`config.mk`:
```
export PLATFORM = sky130hd
export DESIGN_NAME = motor_start_supervisor
export DESIGN_NICKNAME = d
export VERILOG_FILES = /design/src/rtl/motor_pkg.sv /design/src/rtl/motion_detect.sv /design/src/rtl/motor_start_supervisor.sv
export SDC_FILE = /design/constraint.sdc
export NUM_CORES = 1
export LEC_CHECK = 0
export BUFFER_PORTS_ARGS = -buffer_cell sky130_fd_sc_hd__buf_2
export CAP_MARGIN = 20
export CORE_UTILIZATION = 36
export CTS_CLUSTER_SIZE = 12
export DETAILED_ROUTE_END_ITERATION = 12
export PLACE_DENSITY = 0.56
export SLEW_MARGIN = 30
export SYNTH_ARGS = -nofsm -noshare
export SYNTH_HDL_FRONTEND = slang
export SYNTH_HIERARCHICAL = 1
export SYNTH_SLANG_ARGS = --single-unit
```
`constraint.sdc`:
```
create_clock -name clock -period 2.6 [get_ports clock]
set_clock_uncertainty 0.1 [all_clocks]
set_input_delay 0.26 -clock clock [delete_from_list [all_inputs] [get_ports clock]]
set_output_delay 0.26 -clock clock [all_outputs]
set_load 0.01 [all_outputs]
```
`src/rtl/motor_pkg.sv`:
```
// motor_pkg: definitions shared by the motor start supervisor and the
// reusable motion detector.
//   sup_state_t         - supervisor FSM states
//   ANGLE_W             - rotation-motor angle width
//   DEF_*               - default parameter values
//   sat_inc16/count_hit - saturating counter helpers
package motor_pkg;

  localparam int ANGLE_W = 12;

  localparam logic [ANGLE_W-1:0] DEF_MOVE_THRESH    = 12'd3;
  localparam logic [15:0]        DEF_STALL_CYCLES   = 16'd50000;
  localparam logic [15:0]        DEF_HAMMER_TIMEOUT = 16'd4096;
  localparam logic [15:0]        DEF_BACKOFF_CYCLES = 16'd1024;

  typedef enum logic [2:0] {
    IDLE        = 3'd0,
    START       = 3'd1,
    WAIT_HAMMER = 3'd2,
    RUN         = 3'd3,
    BACKOFF     = 3'd4,
    FAULT       = 3'd5
  } sup_state_t;

  // 16-bit increment that sticks at all-ones instead of wrapping.
  function automatic logic [15:0] sat_inc16(input logic [15:0] v);
    return (v == 16'hFFFF) ? v : v + 16'd1;
  endfunction

  // True on the cycle whose increment would make cnt reach lim, so the
  // state changes exactly lim cycles after the counter was cleared.
  function automatic logic count_hit(input logic [15:0] cnt, input logic [15:0] lim);
    return ({1'b0, cnt} + 17'd1) >= {1'b0, lim};
  endfunction

endpackage

```
`src/rtl/motion_detect.sv`:
```
// motion_detect: registered one-cycle motion pulse from angle or hall input.
//   clock, reset_n  - clock, async active-low reset
//   ang_or_drive    - 0: angle mode (current_angle), 1: hall mode (hall_sensor)
//   current_angle   - rotation angle, modulo 2^ANGLE_W
//   hall_sensor     - drive-motor hall input
//   motion          - high for one cycle when motion was seen on the last sample
module motion_detect
  import motor_pkg::*;
#(
  parameter logic [ANGLE_W-1:0] MOVE_THRESH = DEF_MOVE_THRESH
) (
  input  logic               clock,
  input  logic               reset_n,
  input  logic               ang_or_drive,
  input  logic [ANGLE_W-1:0] current_angle,
  input  logic               hall_sensor,
  output logic               motion
);

  logic [ANGLE_W-1:0] prev_angle;
  logic               prev_hall;
  logic [ANGLE_W-1:0] delta;
  logic [ANGLE_W-1:0] mag;

  // Modular difference folded to a magnitude so a 4095 -> 2 wrap reads as 3.
  always_comb begin
    delta = current_angle - prev_angle;
    mag   = delta[ANGLE_W-1] ? (-delta) : delta;
  end

  always_ff @(posedge clock or negedge reset_n) begin
    if (!reset_n) begin
      prev_angle <= '0;
      prev_hall  <= 1'b0;
      motion     <= 1'b0;
    end else begin
      prev_angle <= current_angle;
      prev_hall  <= hall_sensor;
      motion     <= ang_or_drive ? (hall_sensor ^ prev_hall) : (mag > MOVE_THRESH);
    end
  end

endmodule

```
`src/rtl/motor_start_supervisor.sv`:
```
// motor_start_supervisor: starts one motor through the hammer block, hands it
// over to the steady-state duty, and supervises it for stalls with bounded
// retries and a sticky fault.
//   clock, reset_n            - clock, async active-low reset
//   enable                    - level, motor commanded on
//   target_pwm, intend_dir    - steady-state duty and direction
//   ang_or_drive              - feedback select (0 angle, 1 hall)
//   current_angle, hall_sensor- feedback inputs
//   retry_count               - retries allowed after the first attempt
//   hammer_done/hammer_error  - hammer result pulses
//   hammer_pwm, hammer_dir    - hammer drive, forwarded while waiting
//   start_motor               - one-cycle start request to the hammer
//   pwm_ratio, pwm_direction  - drive to the PWM generator
//   running, fault, attempts  - status
//   state_dbg                 - current FSM state
//
// Hammer handshake: start_motor is a one-cycle request; the hammer answers with
// a one-cycle hammer_done or hammer_error pulse, which is only honoured while
// in WAIT_HAMMER (error wins when both arrive together). No answer within
// HAMMER_TIMEOUT cycles counts as an error. All outputs are registered from
// the current state, so they trail a state change by one cycle.
module motor_start_supervisor
  import motor_pkg::*;
#(
  parameter logic [15:0]        STALL_CYCLES   = DEF_STALL_CYCLES,
  parameter logic [15:0]        HAMMER_TIMEOUT = DEF_HAMMER_TIMEOUT,
  parameter logic [15:0]        BACKOFF_CYCLES = DEF_BACKOFF_CYCLES,
  parameter logic [ANGLE_W-1:0] MOVE_THRESH    = DEF_MOVE_THRESH
) (
  input  logic               clock,
  input  logic               reset_n,
  input  logic               enable,
  input  logic [7:0]         target_pwm,
  input  logic               intend_dir,
  input  logic               ang_or_drive,
  input  logic [ANGLE_W-1:0] current_angle,
  input  logic               hall_sensor,
  input  logic [3:0]         retry_count,
  input  logic               hammer_done,
  input  logic               hammer_error,
  input  logic [7:0]         hammer_pwm,
  input  logic               hammer_dir,
  output logic               start_motor,
  output logic [7:0]         pwm_ratio,
  output logic               pwm_direction,
  output logic               running,
  output logic               fault,
  output logic [3:0]         attempts,
  output sup_state_t         state_dbg
);

  sup_state_t  state_q, state_d;
  logic [15:0] timer_q, timer_d;     // hammer timeout, stall timer or backoff, by state
  logic [3:0]  retries_q, retries_d;
  logic [3:0]  lim_q, lim_d;
  logic [3:0]  attempts_d;
  logic        dir_q, dir_d;         // intend_dir latched at RUN entry
  logic        fail;
  logic        motion;

  logic        start_o, run_o, fault_o, dir_o;
  logic [7:0]  pwm_o;

  motion_detect #(.MOVE_THRESH(MOVE_THRESH)) u_motion (
    .clock         (clock),
    .reset_n       (reset_n),
    .ang_or_drive  (ang_or_drive),
    .current_angle (current_angle),
    .hall_sensor   (hall_sensor),
    .motion        (motion)
  );

  always_ff @(posedge clock or negedge reset_n) begin
    if (!reset_n) begin
      state_q   <= IDLE;
      timer_q   <= '0;
      retries_q <= '0;
      lim_q     <= '0;
      attempts  <= '0;
      dir_q     <= 1'b0;
    end else begin
      state_q   <= state_d;
      timer_q   <= timer_d;
      retries_q <= retries_d;
      lim_q     <= lim_d;
      attempts  <= attempts_d;
      dir_q     <= dir_d;
    end
  end

  always_comb begin
    state_d    = state_q;
    timer_d    = timer_q;
    retries_d  = retries_q;
    lim_d      = lim_q;
    attempts_d = attempts;
    dir_d      = dir_q;
    fail       = 1'b0;

    case (state_q)
      IDLE: begin
        retries_d  = '0;
        attempts_d = '0;
        if (enable) begin
          lim_d   = retry_count;
          state_d = START;
        end
      end
      START: begin
        attempts_d = (attempts == 4'hF) ? attempts : attempts + 4'd1;
        timer_d    = '0;
        state_d    = WAIT_HAMMER;
      end
      WAIT_HAMMER: begin
        timer_d = sat_inc16(timer_q);
        if (hammer_error || (!hammer_done && count_hit(timer_q, HAMMER_TIMEOUT))) begin
          fail = 1'b1;
        end else if (hammer_done) begin
          timer_d = '0;
          dir_d   = intend_dir;
          state_d = RUN;
        end
      end
      RUN: begin
        if (intend_dir != dir_q) begin
          // A direction change needs a fresh hammer start; it is not a failure.
          retries_d = '0;
          state_d   = START;
        end else if (motion || (target_pwm == 8'd0)) begin
          timer_d = '0;
        end else if (count_hit(timer_q, STALL_CYCLES)) begin
          fail = 1'b1;
        end else begin
          timer_d = sat_inc16(timer_q);
        end
      end
      BACKOFF: begin
        if (count_hit(timer_q, BACKOFF_CYCLES)) begin
          state_d = START;
        end else begin
          timer_d = sat_inc16(timer_q);
        end
      end
      FAULT: begin
        state_d = FAULT;
      end
      default: begin
        state_d = IDLE;
      end
    endcase

    if (fail) begin
      timer_d = '0;
      if (retries_q < lim_q) begin
        retries_d = retries_q + 4'd1;
        state_d   = BACKOFF;
      end else begin
        state_d = FAULT;
      end
    end

    // Dropping enable overrides everything, including a START not yet issued.
    if (!enable) begin
      state_d    = IDLE;
      timer_d    = '0;
      retries_d  = '0;
      attempts_d = '0;
    end
  end

  always_comb begin
    start_o = 1'b0;
    run_o   = 1'b0;
    fault_o = 1'b0;
    pwm_o   = 8'd0;
    dir_o   = 1'b0;
    if (enable) begin
      case (state_q)
        START:       start_o = 1'b1;
        WAIT_HAMMER: begin
          pwm_o = hammer_pwm;
          dir_o = hammer_dir;
        end
        RUN: begin
          run_o = 1'b1;
          pwm_o = target_pwm;
          dir_o = intend_dir;
        end
        FAULT:       fault_o = 1'b1;
        default:     pwm_o = 8'd0;
      endcase
    end
  end

  always_ff @(posedge clock or negedge reset_n) begin
    if (!reset_n) begin
      start_motor   <= 1'b0;
      pwm_ratio     <= 8'd0;
      pwm_direction <= 1'b0;
      running       <= 1'b0;
      fault         <= 1'b0;
    end else begin
      start_motor   <= start_o;
      pwm_ratio     <= pwm_o;
      pwm_direction <= dir_o;
      running       <= run_o;
      fault         <= fault_o;
    end
  end

  assign state_dbg = state_q;

endmodule

```
---- Word-level counts from Yosys, hierarchy flattened ----
Cells that the tools add are included.
Widths: inputs -> output; s select.
word-level totals
  bits in registers ....................... 58
  output and inout port bits .............. 19
  word-level logic and storage cells ...... 99
operators by class
  $add $sub $neg .......................... 6
  magnitude comparators ................... 5
  equal/unequal tests ..................... 18
  multiplexer cells ....................... 43
  bitwise operators ....................... 2
  reductions and logical operators ........ 11
operators with widths
  kind                   number
  $mux 16                9
  $pmux 16 s4            1
  $mux 4                 6
  $ne 4x4->1 const B     6
  $mux 3                 6
  $pmux 3 s6             1
  $add 16x1->17 const B  1
  $ge 17x11->1 const B   1
  $ge 17x13->1 const B   1
  $ge 17x16->1 const B   1
  $add 16x1->16 const B  1
  $eq 16x16->1 const B   1
  $pmux 4 s2             2
  $pmux 8 s2             1
  $mux 1                 13
  $gt 12x2->1 const B    1
  $mux 12                1
  $neg 12->12            1
  $sub 12x12->12         1
  $add 4x1->4 const B    2
  $logic_not 8->1        1
  $mux 8                 1
  $reduce_and 4->1       2
  $eq 3x2->1 const B     2
  18 further kinds       22

---- Longest topological paths before layout ----
  depth after elaboration ................. 8
  mapped depth ............................ 13
  gate-level depth less buffers ........... 12

---- Hierarchy ----
The synthesis kept the hierarchy.
modules (own cells, without submodules)
  module                  instances  cells an instance  area an instance (µm²)
  motor_start_supervisor  1          315                2847.7
  motion_detect           1          119                1096.1

---- Least setup slack after synthesis ----
OpenSTA, ideal clock, no wires.
  path type ............................... register -> register
  start point ............................. register timer_q[0]
  end point ............................... register timer_q[14]
  library setup time ...................... 0.077 ns
  data arrival time ....................... 2.596 ns
  data required time ...................... 2.423 ns
  slack ................................... -0.174 ns
  stages on the path, launching flop included .. 12
  path buffers ............................ 2
  clock period less this slack ............ 2.774 ns
  cells stage by stage .................... dfrtp_1 -> ha_1 -> buf_4 -> nand4_2 -> nor4_4 -> mux2i_1 -> o2111ai_1 -> a211oi_2 -> a211oi_2 -> buf_4 -> or3_1 -> a21oi_1
on the way
  word-level cells in the longest chain between the ends .. 8
  elaborated cells between the ends (all ways) .. 28
  classes of those cells .................. add/sub: 2; order compare: 3; eq/ne: 5; mux: 15; reduce/logical: 3
RTL lines
  item                                                          RTL line                       source
  start: declaration                                            motor_start_supervisor.sv:53   logic [15:0] timer_q, timer_d;
  start signal: assignment                                      motor_start_supervisor.sv:83   timer_q <= timer_d;
  $add 16x1->17 (tied with other cells)                         motor_pkg.sv:33                return ({1'b0, cnt} + 17'd1) >= {1'b0, lim};
  $ge 17x16->1 (tied with other cells)                          motor_pkg.sv:33
  $mux 1 (tied with other cells)                                motor_start_supervisor.sv:131  end else if (count_hit(timer_q, STALL_CYCLES)) begin
  $mux 1 (tied with other cells)                                motor_start_supervisor.sv:129  end else if (motion || (target_pwm == 8'd0)) begin
  $mux 1 (tied with other cells)                                motor_start_supervisor.sv:125  if (intend_dir != dir_q) begin
  $pmux 1 s2 / $pmux 16 s4 (equally long branches)              motor_start_supervisor.sv:100  case (state_q)
  $ne 6x1->1 (no line) (tied with other cells)                  --
  $reduce_and 4->1 (no line) / $mux 16 (equally long branches)  --
Parallel ways exist; a longest one is shown, timed or not. The select of a mux whose other input is x is not followed.
A chain may end at the register's enable or synchronous reset.

---- Final worst setup path ----
  start point ............................. register timer_q[2]
  end point ............................... register timer_q[8]
The elaborated chain is that of the path after synthesis.

==> results.md <==
- Status: complete, but fails checks
- Failing checks: setup timing
- Setup ws final: -0.173 ns
- CP max FO: 5
- Fmax: 361 MHz
- WHS Path Cells: 3
- Clock buffer depth: 2
- Top delay family on crit path: simple AND/OR/NAND/NOR gates
- Mapped Area: 3940 um^2
- Number of flops mapped to enable cells by yosys: 0
- Vias: 3825
- Die H: 107 um
- Net Count, Synth: 496
- Worst hold path startpoint: retry_count[3]
- Leakage power: 2.56 nW
- WL per Instance: 15.1 um
- Synth warn: 6
- Area Growth Syn to Fin: 42.1%
- Worst-path clk slew: 0.07 ns
- H-tree level count: 3
- CTS Root Cell: clkbuf_8
- Crit. End Element: register
- Placer Congestion: 0.859
- Core area: 10500 um^2
- Most frequent cells in the layout: buf_4 (75), buf_2 (59), dfrtp_1 (53)
- # rows: 37
- Global-route wire length before repair: 17600 um
- First-pass DRT Iterations: 4
- Die X: 107 um
- Clock sinks: 58
- Async S/R FF share, synth: 100%
- R2R setup slack: -0.17 ns
- Post-DP Area: 4870 um^2
- Cts bufs inserted: 9
- Number of global-route vias before repair: 3739
- Antenna violation net count after detailed routing: 0
- FF-to-FF Start: timer_q[2]$_DFFE_PN0P_
- Arrival @ worst endpoint: 2.94 ns
- Ys flop type: dfrtp_1
- Seq cells post-synth: 58
- Final setup viols: 23
- Finished Cell Area: 5600 um^2
- Cell mode on critical path: buf_4
- Largest net degree at the start of global routing: 38
- Ant diodes: 0
- Most common cell after layout, fill and taps aside: buf_4
- Initial antenna violation count: 0
- Worst vdd ir: 349 uV
- I/O pin total: 60
- Fraction of layout cells with a size suffix above 1: 39.1%
- Via-to-Cell Ratio: 5.31
- Crit share post-route: 107%
- IO Port Bufs: 59
- DRT iter0 DRCs: 175
- CP Cell Sequence: buf_4 -> and4_4 -> buf_4 -> nand2_4 -> nor2_4 -> or3_4 -> a211oi_4 -> a211oi_2 -> buf_4 -> or4_4 -> a21oi_2
- WP buf/inv: 3
- Gr usage total: 19.7%
- CP max stage delay: 0.48 ns
- HPWL Detailed: 7630 um
- Crit Path Class: register to register
- Synth Instances: 434
- Hold Path End: lim_q[3]$_DFFE_PN0P_
- Layout Nets: 642
- Skew-Pair Late Insertion Delay: 0.35 ns
- Slew margin rel.: 54.2%
- Hold Crit Class: input pin to register
- Max Cap Viol: 0
- Avg Inst Size Synth: 9.09 um^2
- Slowest-stage cell, CP: or4_4
- TritonCTS clock tree: yes
- Utilization after layout: 53.6%
- GR Overflow Total: 0
- RSZ-0062 raised after global routing: yes
- Worst Setup Start Kind: register
- Initial Util: 37.7%
- Slew Viols, Final: 0
- Seq/Total Area, Yosys: 36.8%
- Detailed Route WL: 10900 um
- Filler cell count: 1002
- PD cells: 591 nW/um^2
- R2R Path End: timer_q[8]$_DFFE_PN0P_
- Die ar.: 11400 um^2
- Tightest Pin Transition: 0.685 ns
- Hold Fails Final Rpt: 0
- Synth cell types: 70
- Crit path time final: 2.77 ns
- Critical Path RT: 2.77 ns
- Drc violations: 0
- R2R cell count: 11
[area by class of cell]
type,count,area [um^2],area share (%)
multi-input combinational,330,2550,45.5
sequential,58,1460,26.0
inverter,24,90.1,1.61
tap,136,170,3.04
timing repair buffer,157,1140,20.3
clock inverter,7,77.6,1.38
clock buffer,9,124,2.21
[report_power, final]
group,internal (W),switching (W),leakage [nW],total [W]
combinational,0.000618,0.000767,1.72,0.00138
sequential,0.00100,0.0000706,0.754,0.00107
clock,0.000448,0.000407,0.0885,0.000855
[repair_timing]
action                                  in CTS  in global routing
hold buffers                                17                  0
gates cloned                                 0                  1
endpoints found under the setup margin      23                 24
hold endpoints to repair                    37                  0
pin swaps                                   17                  9
gates resized for setup                     22                 31
setup buffers                                5                  7
[metrics by stage]
step	setup WS, ns	total power (W)	cells	hold slack [ns]	TNS (ns)
floorplan	-0.0909	0.00185	434	-0.136	-0.818
global placement	-0.200	0.00229	675	0.179	-2.01
detailed placement	-0.296	0.00231	675	0.189	-2.80
CTS	-0.118	0.00325	713	0.00131	-1.35
global route	-0.270	0.00353	721	0.00464	-4.44
finish	-0.173	0.00331	721	0.0155	-2.22
[cells in the mapped netlist, types with 7 or more instances]
cell       n  area, um^2
dfrtp_1   58        1450
nand2_1   43         161
a21oi_1   33         165
nor2_1    24        90.1
inv_1     23        86.3
ha_1      20         250
nand3_1   15        75.1
nor3_1    14        70.1
o21ai_0   13        65.1
nand4_1   12        75.1
xnor2_1   12         105
a22o_1     9        78.8
o21ai_1    9        45.0
and3_1     8        50.1
buf_4      8        60.1
mux2i_1    8        80.1
a211oi_2   7        87.6
clkbuf_1   7        26.3
or4_1      7        52.6
[tightest hold or removal path, stage by stage]
cell     delay (ns)
buf_2          0.08
nand2_1        0.03
o21ai_0        0.06
[kinds of logic after synthesis]
| logic type | share of synthesized area (%) |
|---|---|
| buffers and inverters | 5.49 |
| XOR/XNOR | 3.78 |
| adder cells (fa/ha/maj) | 6.85 |
| multiplexers | 3.17 |
| flip-flops | 36.8 |
| AND/OR/NAND/NOR | 22.9 |
| AO/OA/AOI/OAI | 21.0 |
[sequential cells by signal, indices dropped and copies added (netlist names)]
name and count:
timer_q 16, lim_q 4, dir_q 1, fault 1, attempts 4, u_motion/prev_angle 12
retries_q 4, u_motion/motion 1, start_motor 1, pwm_direction 1, state_dbg 3, pwm_ratio 8
running 1, u_motion/prev_hall 1
[per-layer routing]
layer,global-route usage (%),vias up,wire [um]
met5,0,-,0
met4,6.95,0,258
met3,3.83,22,412
met2,32.9,86,5230
met1,25.5,1827,4950
li1,-,1890,-
[worst max-delay path by stage]
stage / startpoint / to / slack [ns] / cells after the start
after CTS: timer_q[0]$_DFFE_PN0P_ / timer_q[12]$_DFFE_PN0P_ / -0.12 / 11
after detailed placement: current_angle[0] / u_motion/motion$_DFF_PN0_ / -0.30 / 13
after floorplan: timer_q[0]$_DFFE_PN0P_ / timer_q[14]$_DFFE_PN0P_ / -0.09 / 12
after global placement: current_angle[0] / u_motion/motion$_DFF_PN0_ / -0.20 / 13
after global routing: timer_q[0]$_DFFE_PN0P_ / timer_q[8]$_DFFE_PN0P_ / -0.27 / 10
final: timer_q[2]$_DFFE_PN0P_ / timer_q[8]$_DFFE_PN0P_ / -0.17 / 11
(Power assumes the default switching activity.)
